===== src/rtl/neural_pkg.sv =====
// Shared constants, state encoding and bus helpers for the neuron result collector.
package neural_pkg;

   localparam int NUM_CLASSES = 10;
   localparam int RESULT_W    = 26;
   localparam int IDX_W       = 4;

   typedef enum logic [1:0] {
      IDLE,
      COLLECT,
      COMPARE,
      DONE
   } state_t;

   function automatic logic signed [RESULT_W-1:0] get_slice(
      input logic [NUM_CLASSES*RESULT_W-1:0] bus,
      input int                              k
   );
      return bus[k*RESULT_W +: RESULT_W];
   endfunction

endpackage


===== src/rtl/argmax_scan.sv =====
// Sequential signed max-finder: walks the value array one entry per cycle after start,
// keeping the lowest index on ties.
module argmax_scan
   import neural_pkg::*;
(
   input  logic                       clk,
   input  logic                       rst,
   input  logic                       start,
   input  logic                       abort,
   input  logic signed [RESULT_W-1:0] vals [NUM_CLASSES],
   output logic [IDX_W-1:0]           idx,
   output logic signed [RESULT_W-1:0] best,
   output logic                       busy,
   output logic                       done
);

   logic                       active_q, active_d;
   logic [IDX_W-1:0]           i_q, i_d;
   logic [IDX_W-1:0]           idx_q, idx_d;
   logic signed [RESULT_W-1:0] best_q, best_d;

   always_comb begin
      active_d = active_q;
      i_d      = i_q;
      idx_d    = idx_q;
      best_d   = best_q;
      if (abort) begin
         active_d = 1'b0;
      end else if (active_q) begin
         // strict greater-than keeps the earlier index on equal values
         if (vals[i_q] > best_q) begin
            best_d = vals[i_q];
            idx_d  = i_q;
         end
         i_d = i_q + 1'b1;
         if (i_q == IDX_W'(NUM_CLASSES-1)) active_d = 1'b0;
      end else if (start) begin
         best_d   = vals[0];
         idx_d    = '0;
         i_d      = IDX_W'(1);
         active_d = 1'b1;
      end
   end

   always_ff @(posedge clk or negedge rst) begin
      if (!rst) begin
         active_q <= 1'b0;
         i_q      <= '0;
         idx_q    <= '0;
         best_q   <= '0;
      end else begin
         active_q <= active_d;
         i_q      <= i_d;
         idx_q    <= idx_d;
         best_q   <= best_d;
      end
   end

   assign idx  = idx_q;
   assign best = best_q;
   assign busy = active_q;
   assign done = active_q && (i_q == IDX_W'(NUM_CLASSES-1));

endmodule


===== src/rtl/neural_argmax_collector.sv =====
// Collects one signed sum per output neuron in any arrival order, then reports the
// winning class and its score with a one-cycle valid pulse.
module neural_argmax_collector
   import neural_pkg::*;
#(
   parameter int TIMEOUT = 2047
) (
   input  logic                            clk,
   input  logic                            rst,
   input  logic [NUM_CLASSES*RESULT_W-1:0] Result_Bus,
   input  logic [NUM_CLASSES-1:0]          Result_Valid,
   input  logic                            Clear,
   output logic [IDX_W-1:0]                Class_Out,
   output logic [RESULT_W-1:0]             Max_Value,
   output logic                            Output_Valid,
   output logic                            Timeout,
   output logic                            Dup_Err,
   output logic                            Busy
);

   localparam int CNT_W = $clog2(TIMEOUT + 1);

   state_t                     state_q, state_d;
   logic [NUM_CLASSES-1:0]     flag_q, flag_d, flag_cap;
   logic signed [RESULT_W-1:0] val_q [NUM_CLASSES];
   logic signed [RESULT_W-1:0] val_d [NUM_CLASSES];
   logic [CNT_W-1:0]           cnt_q, cnt_d;
   logic [IDX_W-1:0]           class_q, class_d;
   logic signed [RESULT_W-1:0] max_q, max_d;
   logic                       ovld_q, ovld_d;
   logic                       tout_q, tout_d;
   logic                       dup_q, dup_d;

   logic                       scan_start, scan_busy, scan_done;
   logic [IDX_W-1:0]           scan_idx;
   logic signed [RESULT_W-1:0] scan_best;

   assign scan_start = (state_q == COMPARE) && !scan_busy;

   argmax_scan u_scan (
      .clk   (clk),
      .rst   (rst),
      .start (scan_start),
      .abort (Clear),
      .vals  (val_q),
      .idx   (scan_idx),
      .best  (scan_best),
      .busy  (scan_busy),
      .done  (scan_done)
   );

   always_comb begin
      state_d  = state_q;
      flag_d   = flag_q;
      val_d    = val_q;
      cnt_d    = cnt_q;
      class_d  = class_q;
      max_d    = max_q;
      ovld_d   = 1'b0;
      tout_d   = 1'b0;
      dup_d    = dup_q;
      flag_cap = flag_q | Result_Valid;
      if (Clear) begin
         state_d = IDLE;
         flag_d  = '0;
         dup_d   = 1'b0;
         cnt_d   = '0;
      end else begin
         case (state_q)
            IDLE, COLLECT: begin
               for (int k = 0; k < NUM_CLASSES; k++) begin
                  if (Result_Valid[k]) val_d[k] = get_slice(Result_Bus, k);
               end
               flag_d = flag_cap;
               if (state_q == IDLE) begin
                  if (|Result_Valid) begin
                     dup_d   = 1'b0;
                     cnt_d   = '0;
                     state_d = (&flag_cap) ? COMPARE : COLLECT;
                  end
               end else begin
                  if (|(Result_Valid & flag_q)) dup_d = 1'b1;
                  cnt_d = cnt_q + 1'b1;
                  // a completing capture wins over an expiring counter on the same edge
                  if (&flag_cap) begin
                     state_d = COMPARE;
                  end else if (cnt_d == CNT_W'(TIMEOUT)) begin
                     tout_d  = 1'b1;
                     flag_d  = '0;
                     state_d = IDLE;
                  end
               end
            end
            COMPARE: begin
               if (|Result_Valid) dup_d = 1'b1;
               if (scan_done) state_d = DONE;
            end
            DONE: begin
               if (|Result_Valid) dup_d = 1'b1;
               class_d = scan_idx;
               max_d   = scan_best;
               ovld_d  = 1'b1;
               flag_d  = '0;
               state_d = IDLE;
            end
            default: state_d = IDLE;
         endcase
      end
   end

   always_ff @(posedge clk or negedge rst) begin
      if (!rst) begin
         state_q <= IDLE;
         flag_q  <= '0;
         for (int k = 0; k < NUM_CLASSES; k++) val_q[k] <= '0;
         cnt_q   <= '0;
         class_q <= '0;
         max_q   <= '0;
         ovld_q  <= 1'b0;
         tout_q  <= 1'b0;
         dup_q   <= 1'b0;
      end else begin
         state_q <= state_d;
         flag_q  <= flag_d;
         val_q   <= val_d;
         cnt_q   <= cnt_d;
         class_q <= class_d;
         max_q   <= max_d;
         ovld_q  <= ovld_d;
         tout_q  <= tout_d;
         dup_q   <= dup_d;
      end
   end

   assign Class_Out    = class_q;
   assign Max_Value    = max_q;
   assign Output_Valid = ovld_q;
   assign Timeout      = tout_q;
   assign Dup_Err      = dup_q;
   assign Busy         = (state_q == COLLECT) || (state_q == COMPARE);

endmodule


===== config.mk =====
export PLATFORM = sky130hd
export DESIGN_NAME = neural_argmax_collector
export DESIGN_NICKNAME = d
export VERILOG_FILES = /design/src/rtl/neural_pkg.sv /design/src/rtl/argmax_scan.sv /design/src/rtl/neural_argmax_collector.sv
export SDC_FILE = /design/constraint.sdc
export NUM_CORES = 1
export LEC_CHECK = 0
export ABC_AREA = 1
export CAP_MARGIN = 30
export CORE_MARGIN = 2
export CORE_UTILIZATION = 45
export CTS_BUF_LIST = sky130_fd_sc_hd__clkbuf_4 sky130_fd_sc_hd__clkbuf_8 sky130_fd_sc_hd__clkbuf_16
export DETAILED_ROUTE_END_ITERATION = 6
export HOLD_SLACK_MARGIN = 0.15
export PLACE_DENSITY_LB_ADDON = 0.1
export SYNTH_ARGS = -nofsm -noshare
export SYNTH_HDL_FRONTEND = slang
export SYNTH_SLANG_ARGS = --single-unit

===== constraint.sdc =====
create_clock -name clk -period 2.6 [get_ports clk]
set_clock_uncertainty 0.2 [all_clocks]
set_input_delay 0.39 -clock clk [delete_from_list [all_inputs] [get_ports clk]]
set_output_delay 0.39 -clock clk [all_outputs]
set_load 0.05 [all_outputs]

==> flow_metrics.tcl, run 1 <==
set metrics [dict create \
    cts_htree_levels 2 \
    hold_class "input pin to async pin" \
    power_density_nw_per_um2 1050 \
    rows 71 \
    first_pass_iters 5 \
    fmax_ghz 0.285 \
    worst_pin_slew_ns 0.568 \
    fin_area_um2 23600 \
    syn-num-nets 2015 \
    ff2ff_setup_slack_ns -0.91 \
    maxCapViolCount 0 \
    p_leak_nw 10.6 \
    io_buffers 306 \
    synth_area_leaders "dfrtp_1 (51%), mux2_2 (17%), nand2_1 (6.9%), nor2_1 (4.4%), o21ai_0 (4.0%)" \
    critPathLaunchType "register" \
    ir_worst_vdd_mv 0.527 \
    grt-ovfl-total 0 \
    routed_wl_um 53700 \
    cts.reportedPaths.clkPinSlew_ns 0.06 \
    syn_inst 1708 \
    timing.setup.tns_ns -26.32 \
    worstPathMaxFanout 8 \
    place_congestion 0.904 \
    syn2layout_area_growth_pct 37.7 \
    drcViolationCount 0 \
    hpwl_um 40300 \
    die_x_um 199 \
    initial_core_util_pct 45.7 \
    period_minus_slack_ns 3.51 \
    viasPerCell 5.29 \
    num_vias 14100 \
    syn_avg_cell_area_um2 10.1 \
    dieArea_um2 39700 \
    grt_start_max_net_pins 77 \
    async_flop_share_pct 100 \
    root_buffer "clkbuf_16" \
    slew_headroom_pct 62.1 \
    final_util_pct 62.9 \
    fin_ws_ns -0.907 \
    ys_warn_count 0 \
    ys_types 41 \
    setup_viol 30 \
    synth_ff_type "dfrtp_1" \
    drive_above_1_share_pct 25.9 \
    status "complete, but fails checks" \
    numCtsBuffers 41 \
    synth_edf_count 0 \
    ctsLongestPathBuffers 3 \
    synth_top_area_cell "dfrtp_1" \
    crit_path_end_kind "register" \
    cts.sink_count 351 \
    maxSlewViolCount 0 \
    hold_viol 0 \
    grt_pass1_vias 14000 \
    criticalPathCategory "register to register" \
    fin_nets 2421 \
    grt_pass1_wl_um 81200 \
    critPathArrivalTime_ns 3.74 \
    yosys.area.top_type_share_pct 51.2 \
    detailedRoute.firstIterationViolations 943 \
    post-route-period-util_pct 135 \
    synth_most_common_cell "dfrtp_1" \
    rsz0062_at_grt "true" \
    ant_nets 0 \
    grt_use_total_pct 27.1 \
    required_ns 2.84 \
    ioPinCount 307 \
    cts_tree "done" \
    ys_ff_latch 351 \
    dpl_cell_area_um2 21700 \
    yosys-top-cells-count "dfrtp_1 (351), nand2_1 (314), mux2_2 (259), nor2_1 (200), o21ai_0 (136)" \
    insertion_delay_ns 0.55 \
    place_ws_ns -0.913 \
    wl_per_cell_um 20.2 \
    antenna_found_initial 11 \
    die_y_um 199 \
    syn_area_um2 17200 \
    seq_area_frac_synth_pct 51.2 \
    r2r_cells 21 \
    core_um2 37600 \
    violations "setup timing" \
]
==> registers in the layout, summed over array words and instances (netlist names), 2 cells and up <==
name,count
state_q,2
val_q,260
u_scan.best,26
cnt_q,11
Max_Value,26
u_scan.idx,4
flag_q,10
u_scan.i_q,4
Class_Out,4
==> kinds of logic after synthesis <==
group / count (synthesis) / share of synthesized area, %
compound gates: 249 / 8.34
xor+xnor: 5 / 0.255
fa+ha+maj: 34 / 2.48
buf+inv: 163 / 4.87
flops: 351 / 51.2
mux: 275 / 17.9
simple gates: 631 / 15.0
==> routing by layer <==
metal	share of wire (%)	track usage (%)	vias to the layer above
met5	0.22	0	-
met4	2.5	7.88	16
met3	6.1	5.54	86
met2	48	43.9	401
met1	43	36.9	6964
li1	-	-	6619
==> cells in the final DEF, fill, tap and decap left out, types with 4 or more instances in the layout <==
master           synthesis  final
o21ai_2                  0      6
inv_1                   66     66
buf_12                   0     27
buf_4                    8    114
xor2_1                   4      4
nor2_1                 200    191
o22ai_1                  9      9
ha_1                    34     33
clkbuf_16                0     47
clkbuf_8                 0      5
clkinvlp_4               0      7
dfrtp_1                351    349
nand2_2                 11     30
o21ai_0                136    127
or2_2                    5      5
nand3_1                 74     72
nand2_1                314    293
mux2_2                 259    259
a31oi_1                 10     10
mux2i_1                 16     16
clkinv_2                 0      6
nor3_1                  11     10
a21oi_1                 16     15
o211ai_1                53     53
nor2_4                   1      7
nor2_2                   3      6
bufinv_16                0     10
clkdlybuf4s50_1          0    304
o21ai_1                 16     19
==> critical path: stages, from the launching register on <==
cell and delay, ns:
dfrtp_4 0.54, buf_12 0.17, buf_12 0.15, nor2_2 0.11
nor2_1 0.06, o21ai_0 0.07, o211ai_1 0.25, nand3_1 0.18
o21ai_2 0.07, ha_1 0.28, nand2_2 0.09, nor2_4 0.14
nand2_2 0.08, nor3_4 0.19, nand2_1 0.09, nand3_1 0.09
nand3_1 0.08, nand2_2 0.13, nand2_4 0.10, clkbuf_16 0.20
nand2_1 0.06, nand2_1 0.05
==> final cells by class <==
cell class / instances / area [um2]
sequential: 351 / 8790
inverter: 71 / 274
clock buffer: 51 / 1170
multi-input combinational: 1194 / 7720
clock inverter: 25 / 403
tap: 511 / 639
fill: 3144 / 13900
antenna: 3 / 7.51
timing repair buffer: 455 / 4640
==> repair_timing <==
action | in CTS | in global routing
endpoints found under the setup margin | 30 | 30
pin swaps | 5 | 26
endpoints found under the hold margin | 351 | 0
resized for setup | 9 | 48
buffers inserted | 0 | 7
cloned | 1 | 5
hold buffers | 1 | 0
==> final timing paths <==
path | start | endpoint
min reg2reg | Class_Out[1] | Class_Out[1]
min in group clk | Result_Bus[0] | val_q[234]
min | rst | val_q[124]
max reg2reg | u_scan.i_q[0] | u_scan.best[15]
max | u_scan.i_q[0] | u_scan.best[15]
max in group asynchronous | rst | val_q[175]
==> per-stage QoR <==
| stage | hold WS [ns] | power (mW) | std cells |
|---|---|---|---|
| 5_1_grt | 0.217 | 26.3 | 2660 |
| 4_1_cts | 0.187 | 24.4 | 2646 |
| 2_1_floorplan | -0.106 | 13.5 | 1708 |
| 3_5_place_dp | 0.169 | 17.6 | 2568 |
| 3_3_place_gp | 0.168 | 17.4 | 2568 |
| 6_report | 0.170 | 24.8 | 2661 |
==> power breakdown <==
part	total [mW]	leakage, nW	internal [mW]	switching [mW]
Clock	6.62	0.756	4.20	2.42
Combinational	10.3	5.57	4.77	5.57
Sequential	7.88	4.23	6.94	0.940
Total	24.8	10.6	15.9	8.93
No activity file was read; power rests on OpenSTA's default activity.
==> inputs of run 2 (changes only) <==
--- a/config.mk
+++ b/config.mk
@@ -7,7 +7,6 @@
 export LEC_CHECK = 0
 export ABC_AREA = 1
 export CAP_MARGIN = 30
-export CORE_MARGIN = 2
 export CORE_UTILIZATION = 45
 export CTS_BUF_LIST = sky130_fd_sc_hd__clkbuf_4 sky130_fd_sc_hd__clkbuf_8 sky130_fd_sc_hd__clkbuf_16
 export DETAILED_ROUTE_END_ITERATION = 6
==> flow_metrics.tcl, run 2 (synthesis results as in run 1) <==
set metrics [dict create \
    status "complete, but fails checks" \
    violations "setup timing" \
    worstPathMaxFanout 13 \
    detailedRoute.firstIterationViolations 870 \
    timing.setup.tns_ns -29.04 \
    power_density_nw_per_um2 1070 \
    grt_start_max_net_pins 83 \
    initial_core_util_pct 45.7 \
    maxCapViolCount 0 \
    insertion_delay_ns 0.55 \
    final_util_pct 64.6 \
    critPathArrivalTime_ns 3.81 \
    cts_htree_levels 2 \
    hpwl_um 40300 \
    wl_per_cell_um 20.2 \
    ir_worst_vdd_mv 0.541 \
    die_y_um 197 \
    post-route-period-util_pct 138 \
    first_pass_iters 5 \
    io_buffers 306 \
    fmax_ghz 0.279 \
    core_um2 37600 \
    hold_class "input pin to async pin" \
    dieArea_um2 38900 \
    crit_path_end_kind "register" \
    grt_pass1_wl_um 84200 \
    grt_pass1_vias 14500 \
    cts.sink_count 351 \
    syn2layout_area_growth_pct 41.4 \
    root_buffer "clkbuf_16" \
    worstSetupStartpoint "u_scan.i_q[0]" \
    maxSlewViolCount 0 \
    place_congestion 0.922 \
    grt_use_total_pct 28.7 \
    rows 71 \
    ioPinCount 307 \
    largest_reg_flops 260 \
    ant_nets 0 \
    drive_above_1_share_pct 28.5 \
    die_x_um 197 \
    fin_ws_ns -0.978 \
    antenna_found_initial 15 \
    slew_headroom_pct 56.2 \
    worst_pin_slew_ns 0.657 \
    num_vias 14300 \
    layout_common_cells "dfrtp_1 (349), clkdlybuf4s50_1 (304), nand2_1 (286)" \
    setup_viol 30 \
    final_common_cell "dfrtp_1" \
    period_minus_slack_ns 3.58 \
    required_ns 2.83 \
    p_leak_nw 10.9 \
    viasPerCell 5.25 \
    r2r-start "u_scan.i_q[0]" \
    ctsLongestPathBuffers 3 \
    critPathLaunchType "register" \
    hold_viol 0 \
    cts_tree "done" \
    cts.reportedPaths.clkPinSlew_ns 0.06 \
    fin_nets 2473 \
    routed_wl_um 54900 \
    grt-ovfl-total 0 \
    drcViolationCount 0 \
    numCtsBuffers 40 \
    top_register "val_q" \
    rsz0062_at_grt "true" \
    criticalPathCategory "register to register" \
]
-- run 2: final timing paths --
path / cells after the start / to / slack [ns]
worst max-delay path: 23 / u_scan.best[10] / -0.98
worst min-delay path: 3 / val_q[101] / 0.25
worst max register to register: 23 / u_scan.best[10] / -0.98
worst min register to register: 2 / Class_Out[0] / 0.27
max in group asynchronous: 3 / cnt_q[2] / 1.43
min in group clk: 2 / val_q[134] / 0.25
-- run 2: final cells by class --
type,count,area (um2)
fill,3040,13300
sequential,351,8790
multi-input combinational,1194,7850
timing repair buffer,508,5270
clock buffer,53,1130
tap,511,639
clock inverter,17,293
inverter,71,272
antenna,9,22.5
-- run 2: critical path, cell delays in order, from the launching register on --
cell and delay [ns]:
dfrtp_4 0.54, buf_4 0.17, buf_12 0.13, buf_4 0.13, nor2_1 0.11, nor2_1 0.04, o21ai_0 0.07, o211ai_1 0.13
buf_4 0.18, nand3_1 0.08, o21ai_2 0.07, ha_1 0.30, nand2_2 0.09, nor2_4 0.12, nand2_2 0.07, nor3_2 0.22
nand2_1 0.10, nand3_1 0.12, nand3_2 0.11, nand2_4 0.12, nand2_8 0.08, buf_12 0.17, nand2_1 0.05, nand2_1 0.04
-- run 2: repair_timing --
item                                   CTS  global route
resized for setup                       86            23
endpoints found under the hold margin  351             0
hold buffers                             2             0
buffers inserted                        46             6
setup endpoints to repair               30            30
cloned                                   6             1
pin swaps                               28            18
-- run 2: metal layers --
layer | global-route usage, % | routed length [um] | share of wire (%) | vias up
met1 | 38.4 | 23700 | 43 | 6969
met2 | 46.3 | 26300 | 48 | 434
met5 | 0 | 69 | 0.13 | -
li1 | - | - | - | 6746
met4 | 9.85 | 1390 | 2.5 | 12
met3 | 6.10 | 3420 | 6.2 | 92
-- run 2: through the flow --
| stage | hold WS [ns] | setup slack [ns] | instances | total power [mW] | cell area, um2 |
|---|---|---|---|---|---|
| 6_report | 0.249 | -0.978 | 2714 | 25.9 | 24300 |
| 4_1_cts | 0.229 | -0.794 | 2698 | 25.6 | 24100 |
| 3_5_place_dp | 0.0875 | -0.935 | 2578 | 17.9 | 21900 |
| 3_3_place_gp | 0.0851 | -0.922 | 2578 | 17.6 | 21900 |
| 2_1_floorplan | -0.106 | -0.186 | 1708 | 13.5 | 17200 |
| 5_1_grt | 0.243 | -1.22 | 2714 | 27.4 | 24300 |
-- run 2: power by group --
group | internal [mW] | switching [mW] | total, mW
sequential | 6.94 | 0.963 | 7.91
clock | 3.86 | 2.29 | 6.15
combinational | 5.77 | 6.02 | 11.8
